--- src/rtl/menu_pkg.sv ---
// Shared constants for the menu blitter: sprite table, colours and FSM states.
// Sprite geometry is exposed as small lookup functions indexed by draw order.
package menu_pkg;

   localparam int MENU_NUM_SPRITES = 8;
   localparam int MENU_TOTAL_PIXELS = 26800;

   localparam logic [2:0] FG_COLOUR    = 3'b111;
   localparam logic [2:0] HI_COLOUR    = 3'b110;
   localparam logic [2:0] TITLE_COLOUR = 3'b100;
   localparam logic [2:0] BG_COLOUR    = 3'b000;

   localparam logic [8:0] CLEAR_X_LAST = 9'd319;
   localparam logic [7:0] CLEAR_Y_LAST = 8'd239;

   typedef enum logic [2:0] {
      ST_IDLE,
      ST_CLEAR,
      ST_DRAW,
      ST_FLUSH,
      ST_DONE
   } menu_state_t;

   function automatic logic [6:0] sprite_w(input logic [2:0] idx);
      case (idx)
         3'd0:             sprite_w = 7'd120;
         3'd1, 3'd2, 3'd3: sprite_w = 7'd80;
         default:          sprite_w = 7'd20;
      endcase
   endfunction

   function automatic logic [6:0] sprite_h(input logic [2:0] idx);
      case (idx)
         3'd0:             sprite_h = 7'd50;
         3'd1, 3'd2, 3'd3: sprite_h = 7'd80;
         default:          sprite_h = 7'd20;
      endcase
   endfunction

   function automatic logic [8:0] sprite_x0(input logic [2:0] idx);
      case (idx)
         3'd0:    sprite_x0 = 9'd100;
         3'd1:    sprite_x0 = 9'd20;
         3'd2:    sprite_x0 = 9'd120;
         3'd3:    sprite_x0 = 9'd220;
         3'd4:    sprite_x0 = 9'd50;
         3'd5:    sprite_x0 = 9'd150;
         3'd6:    sprite_x0 = 9'd250;
         default: sprite_x0 = 9'd150;
      endcase
   endfunction

   function automatic logic [7:0] sprite_y0(input logic [2:0] idx);
      case (idx)
         3'd0:             sprite_y0 = 8'd10;
         3'd1, 3'd2, 3'd3: sprite_y0 = 8'd80;
         3'd4, 3'd5, 3'd6: sprite_y0 = 8'd170;
         default:          sprite_y0 = 8'd210;
      endcase
   endfunction

   // Each sprite lives in its own ROM; the q bus is ordered to match draw order.
   function automatic logic [2:0] sprite_rom_bit(input logic [2:0] idx);
      sprite_rom_bit = idx;
   endfunction

endpackage

--- src/rtl/menu_sprite_walker.sv ---
// Row-major col/row/address counters that step through every sprite in order.
// 'last' flags the final pixel of the final sprite so the FSM can stop issuing.
module menu_sprite_walker
   import menu_pkg::*;
(
   input  logic        clock,
   input  logic        reset,
   input  logic        load,
   input  logic        advance,
   output logic [12:0] addr,
   output logic [6:0]  col,
   output logic [6:0]  row,
   output logic [2:0]  sprite,
   output logic        last
);

   logic col_end;
   logic row_end;

   assign col_end = (col == sprite_w(sprite) - 7'd1);
   assign row_end = (row == sprite_h(sprite) - 7'd1);
   assign last    = col_end && row_end && (sprite == 3'(MENU_NUM_SPRITES - 1));

   // The address runs continuously across rows and restarts at 0 for each new
   // sprite, so the next sprite begins on the very next cycle.
   always_ff @(posedge clock) begin
      if (reset || load) begin
         addr   <= '0;
         col    <= '0;
         row    <= '0;
         sprite <= '0;
      end else if (advance) begin
         if (!col_end) begin
            col  <= col + 7'd1;
            addr <= addr + 13'd1;
         end else begin
            col <= '0;
            if (!row_end) begin
               row  <= row + 7'd1;
               addr <= addr + 13'd1;
            end else begin
               row    <= '0;
               addr   <= '0;
               sprite <= sprite + 3'd1;
            end
         end
      end
   end

endmodule

--- src/rtl/menu_blit_ctrl.sv ---
// Menu screen blitter: walks the sprite table, reads the 1-bit sprite ROMs and
// plots coloured pixels. Define MENU_CLEAR_EN to clear the framebuffer first.
module menu_blit_ctrl
   import menu_pkg::*;
(
   input  logic        clock,
   input  logic        reset,
   input  logic        start,
   input  logic [1:0]  sel,
   output logic [12:0] rom_addr,
   input  logic [7:0]  rom_q,
   output logic [8:0]  vga_x,
   output logic [7:0]  vga_y,
   output logic [2:0]  vga_colour,
   output logic        plot,
   output logic        busy,
   output logic        done
);

   menu_state_t state;
   menu_state_t state_next;

   logic [1:0] sel_q;
   logic       walk_load;
   logic       walk_advance;
   logic       draw_issue;
   logic [6:0] walk_col;
   logic [6:0] walk_row;
   logic [2:0] walk_sprite;
   logic       walk_last;

   logic [2:0] pipe_sprite;
   logic       pipe_bg;
   logic       pix_bit;
   logic [2:0] hi_icon;
   logic [2:0] hi_caption;

`ifdef MENU_CLEAR_EN
   logic [8:0] clear_x;
   logic [7:0] clear_y;
   logic       clear_issue;
   logic       clear_last;

   assign clear_last = (clear_x == CLEAR_X_LAST) && (clear_y == CLEAR_Y_LAST);

   // Full-screen raster used to blank the framebuffer before the sprites land.
   always_ff @(posedge clock) begin
      if (reset || walk_load) begin
         clear_x <= '0;
         clear_y <= '0;
      end else if (clear_issue) begin
         if (clear_x == CLEAR_X_LAST) begin
            clear_x <= '0;
            clear_y <= clear_y + 8'd1;
         end else begin
            clear_x <= clear_x + 9'd1;
         end
      end
   end
`endif

   menu_sprite_walker u_walker (
      .clock   (clock),
      .reset   (reset),
      .load    (walk_load),
      .advance (walk_advance),
      .addr    (rom_addr),
      .col     (walk_col),
      .row     (walk_row),
      .sprite  (walk_sprite),
      .last    (walk_last)
   );

   always_ff @(posedge clock) begin
      if (reset) begin
         state <= ST_IDLE;
         sel_q <= '0;
      end else begin
         state <= state_next;
         if (state == ST_IDLE && start) begin
            sel_q <= (sel == 2'd3) ? 2'd0 : sel;
         end
      end
   end

   always_comb begin
      state_next   = state;
      walk_load    = 1'b0;
      walk_advance = 1'b0;
      draw_issue   = 1'b0;
`ifdef MENU_CLEAR_EN
      clear_issue  = 1'b0;
`endif
      case (state)
         ST_IDLE: begin
            if (start) begin
               walk_load = 1'b1;
`ifdef MENU_CLEAR_EN
               state_next = ST_CLEAR;
`else
               state_next = ST_DRAW;
`endif
            end
         end
`ifdef MENU_CLEAR_EN
         ST_CLEAR: begin
            clear_issue = 1'b1;
            if (clear_last) begin
               state_next = ST_DRAW;
            end
         end
`endif
         ST_DRAW: begin
            walk_advance = 1'b1;
            draw_issue   = 1'b1;
            if (walk_last) begin
               state_next = ST_FLUSH;
            end
         end
         ST_FLUSH: state_next = ST_DONE;
         ST_DONE:  state_next = ST_IDLE;
         default:  state_next = ST_IDLE;
      endcase
   end

   // Output stage lines up coordinates with the ROM data that arrives one cycle
   // after its address was issued.
   always_ff @(posedge clock) begin
      if (reset) begin
         plot        <= 1'b0;
         vga_x       <= '0;
         vga_y       <= '0;
         pipe_sprite <= '0;
         pipe_bg     <= 1'b0;
      end else begin
         plot    <= 1'b0;
         pipe_bg <= 1'b0;
         if (draw_issue) begin
            plot        <= 1'b1;
            vga_x       <= sprite_x0(walk_sprite) + {2'b00, walk_col};
            vga_y       <= sprite_y0(walk_sprite) + {1'b0, walk_row};
            pipe_sprite <= walk_sprite;
         end
`ifdef MENU_CLEAR_EN
         else if (clear_issue) begin
            plot    <= 1'b1;
            vga_x   <= clear_x;
            vga_y   <= clear_y;
            pipe_bg <= 1'b1;
         end
`endif
      end
   end

   assign pix_bit    = rom_q[sprite_rom_bit(pipe_sprite)];
   assign hi_icon    = 3'd1 + {1'b0, sel_q};
   assign hi_caption = 3'd4 + {1'b0, sel_q};

   // The highlighted game recolours both its icon and its caption.
   always_comb begin
      vga_colour = 3'b000;
      if (plot) begin
         if (pipe_bg || !pix_bit) begin
            vga_colour = BG_COLOUR;
         end else if (pipe_sprite == 3'd0) begin
            vga_colour = TITLE_COLOUR;
         end else if (pipe_sprite == hi_icon || pipe_sprite == hi_caption) begin
            vga_colour = HI_COLOUR;
         end else begin
            vga_colour = FG_COLOUR;
         end
      end
   end

   assign busy = (state != ST_IDLE);
   assign done = (state == ST_DONE);

endmodule
--- config.mk ---
export PLATFORM = sky130hd
export DESIGN_NAME = menu_blit_ctrl
export DESIGN_NICKNAME = d
export VERILOG_FILES = /design/src/rtl/menu_pkg.sv /design/src/rtl/menu_sprite_walker.sv /design/src/rtl/menu_blit_ctrl.sv
export SDC_FILE = /design/constraint.sdc
export NUM_CORES = 1
export LEC_CHECK = 0
export CORE_AREA = 5 5 117 75
export DETAILED_ROUTE_END_ITERATION = 7
export DIE_AREA = 0 0 122 80
export PLACE_DENSITY = 0.71
export SLEW_MARGIN = 20
export SYNTH_ARGS = -nofsm -noshare
export SYNTH_HDL_FRONTEND = slang
export SYNTH_HIERARCHICAL = 1
export SYNTH_SLANG_ARGS = --single-unit
--- constraint.sdc ---
create_clock -name clock -period 3.4 [get_ports clock]
set_clock_uncertainty 0.1 [all_clocks]
set_input_delay 0.34 -clock clock [delete_from_list [all_inputs] [get_ports clock]]
set_output_delay 0.34 -clock clock [all_outputs]
set_load 0.005 [all_outputs]
==> results.md <==
* Fraction of layout cells with a size suffix above 1 at 5.63%
* Ports at 49
* Post-synth EDFFs at 0
* Max Used Layer: met4
* Die ar. at 9760 sq um
* Post-Place Worst Slack at 0.730 ns
* Syn Area/Cell at 8.48 sq um
* Vias per inst at 5.44
* Worst-path clk slew at 0.07 ns
* # port buffers at 48
* # rows at 25
* Synth warn at 6
* Unrepaired setup endpoints after global routing: no
* Total GRT Usage at 16.3%
* CTS H-tree lvls at 2
* Nets at 461
* Multi-input logic area at 1970 sq um
* DRT iter0 DRCs at 223
* Share of the synthesized area in the top cell type at 34.6%
* Seq cells post-synth at 56
* Placed insts at 526
* Period utilization at 79.9%
* Register area share after synthesis at 34.6%
* Worst Slack Setup Final at 0.683 ns
* CP endpoint kind: flip-flop
* Post-route DRC at 0
* WL final at 7610 um
* First-pass GRT wire length at 13000 um
* TritonCTS Sinks at 56
* Cell Count, Final, Fillers Out at 534
* Setup repair bufs after CTS at 0
* Most used DFF post-synth: dfxtp_1
* Slew Limit Headroom at 67.9%
* Class of the most critical hold timing path: flip-flop to flip-flop
* Hold Fails Final Rpt at 0
* Crit path DAT at 2.83 ns
* Finished Cell Area at 3960 sq um
* Tmin final at 2.72 ns
* CP required at 3.52 ns
* Asr flop ratio synth at 0%
* Fillcell total at 705
* Drt first pass iters at 4
* Routed WL per cell at 14.3 um
* TritonCTS clock tree: built
* Synth top cells by count: dfxtp_1 (56), nand2_1 (45), nor2_1 (37), a21oi_1 (24), ha_1 (22)
* Outcome: finished, final reports clean
* Core area at 7600 sq um
* Pwr/cell area at 330 nW/um^2
* Worst Hold Slack at 0.357 ns
* Slew @ Worst Pin at 0.481 ns
* CTS Buf Count at 5
* Hpwl dp at 5640 um
* Slew Limit Fails at 0
* Max Buffers Root-to-Sink at 2
* Clock Tree Root: clkbuf_16
* Initial Utilization at 42.6%
* DP Area at 3810 sq um
* Synth Instances at 382
* CP Launch Type: flip-flop
* Final setup TNS at 0 ns
* Cell Area, Synth at 3240 sq um
* Final setup vio count at 0
* Max cap viols at 0
* Vias post-DR at 2905
* Most numerous cell in the Yosys netlist: dfxtp_1
* Initial antenna violation count at 0
* Vias in the first global route at 2720
* Die width at 122 um
* Leak pwr at 0.00147 uW
* Storage cell area at 1120 sq um
* Synth-to-Final Area Change at 22.3%
* Resized Gates After CTS at 0
* Post-CTS Hold Fix Bufs at 0
* Skew-Pair Late Insertion Delay at 0.29 ns
* Antenna-violating nets left at 0
* Met2 routed WL at 3240 um
* Met3 wire len at 431 um
* Critical Path Fanout Max at 21
* ANT cells at 0
* Largest cells by area after synthesis: dfxtp_1 (35%), ha_1 (8.5%), nand2_1 (5.2%), nor2_1 (4.3%), xnor2_1 (4.1%)
* Wl on met1 at 3900 um
* Synth cell types at 62
* Largest net degree at the start of global routing at 29
* VDD IR max at 0.000238 V
* WS Path Type: flip-flop to flip-flop
* Gpl congestion at 0.836
* Total gr overflow at 0
* Die height at 80 um
* Fmax at 368 MHz
* Post-Syn Nets at 418
* Synth area leader: dfxtp_1
final cells by class:
class	count	share of cell area, %
clock buffer	6	3.51
timing repair buffer	53	13.1
multi-input combinational	293	49.8
inverter	16	1.52
sequential	56	28.3
tap	108	3.41
clock inverter	2	0.348
per-layer routing:
metal / global-route usage, % / up-vias
li1: - / 1460
met3: 4.32 / 6
met4: 2.91 / 0
met1: 23.2 / 1369
met5: 0 / -
met2: 25.1 / 70
sequential cells by signal (all words and copies together), names as in the netlist:
signal,cells
vga_x,9
pipe_sprite,3
plot,1
u_walker/sprite,3
u_walker/addr,13
state,3
vga_y,8
u_walker/col,7
sel_q,2
u_walker/row,7
power by group:
| part | switching [uW] | total [uW] | internal [uW] |
|---|---|---|---|
| clock | 237 | 532 | 295 |
| sequential | 8.40 | 675 | 667 |
| combinational | 50.6 | 98.6 | 48.0 |
| total | 296 | 1310 | 1010 |
cells by family after synthesis:
family	Yosys count	synth area share (%)
muxes	4	2.13
buffers and inverters	33	4.48
AOI/OAI and AO/OA	70	14.6
DFF	56	34.6
xor gates and xnor gates	24	6.49
and+or+nand+nor	170	28.0
adders and majority gates	25	9.74
critical path, cell delays in order, from the launching register on:
cell and delay (ns):
dfxtp_1 0.57, inv_1 0.12, ha_1 0.28, nor3_1 0.21, nor2_1 0.07, o32ai_2 0.25, nand4_1 0.12, buf_4 0.22
or4b_1 0.50, a31oi_1 0.19
worst paths after layout:
kind                              startpoint  cells past startpoint  slack [ns]                            to
min                    vga_y[4]$_SDFFE_PP0P_                      2        0.36         vga_y[4]$_SDFFE_PP0P_
min reg2reg            vga_y[4]$_SDFFE_PP0P_                      2        0.36         vga_y[4]$_SDFFE_PP0P_
max          u_walker/sprite[0]$_SDFFE_PP0P_                      9        0.68  u_walker/row[6]$_SDFFE_PP0P_
max reg2reg  u_walker/sprite[0]$_SDFFE_PP0P_                      9        0.68  u_walker/row[6]$_SDFFE_PP0P_
per-stage QoR:
step | total power [uW] | utilization (%)
final | 1310 | 52.1
after global placement | 788 | 50.1
after global routing | 1360 | 52.1
after CTS | 1320 | 52.1
after floorplan | 742 | -
after detailed placement | 790 | 50.1
placed cells by master, fill, tap and decap left out, types with 9 or more instances in the layout:
master	n
nand4_1	12
nand3_1	19
clkdlybuf4s50_1	48
nor2_1	37
a21oi_1	24
nand2_1	45
dfxtp_1	56
xnor2_1	15
ha_1	22
a31oi_1	9
o21ai_0	12
xor2_1	9
inv_1	15
Note: power is estimated with default switching activity, not from simulation.
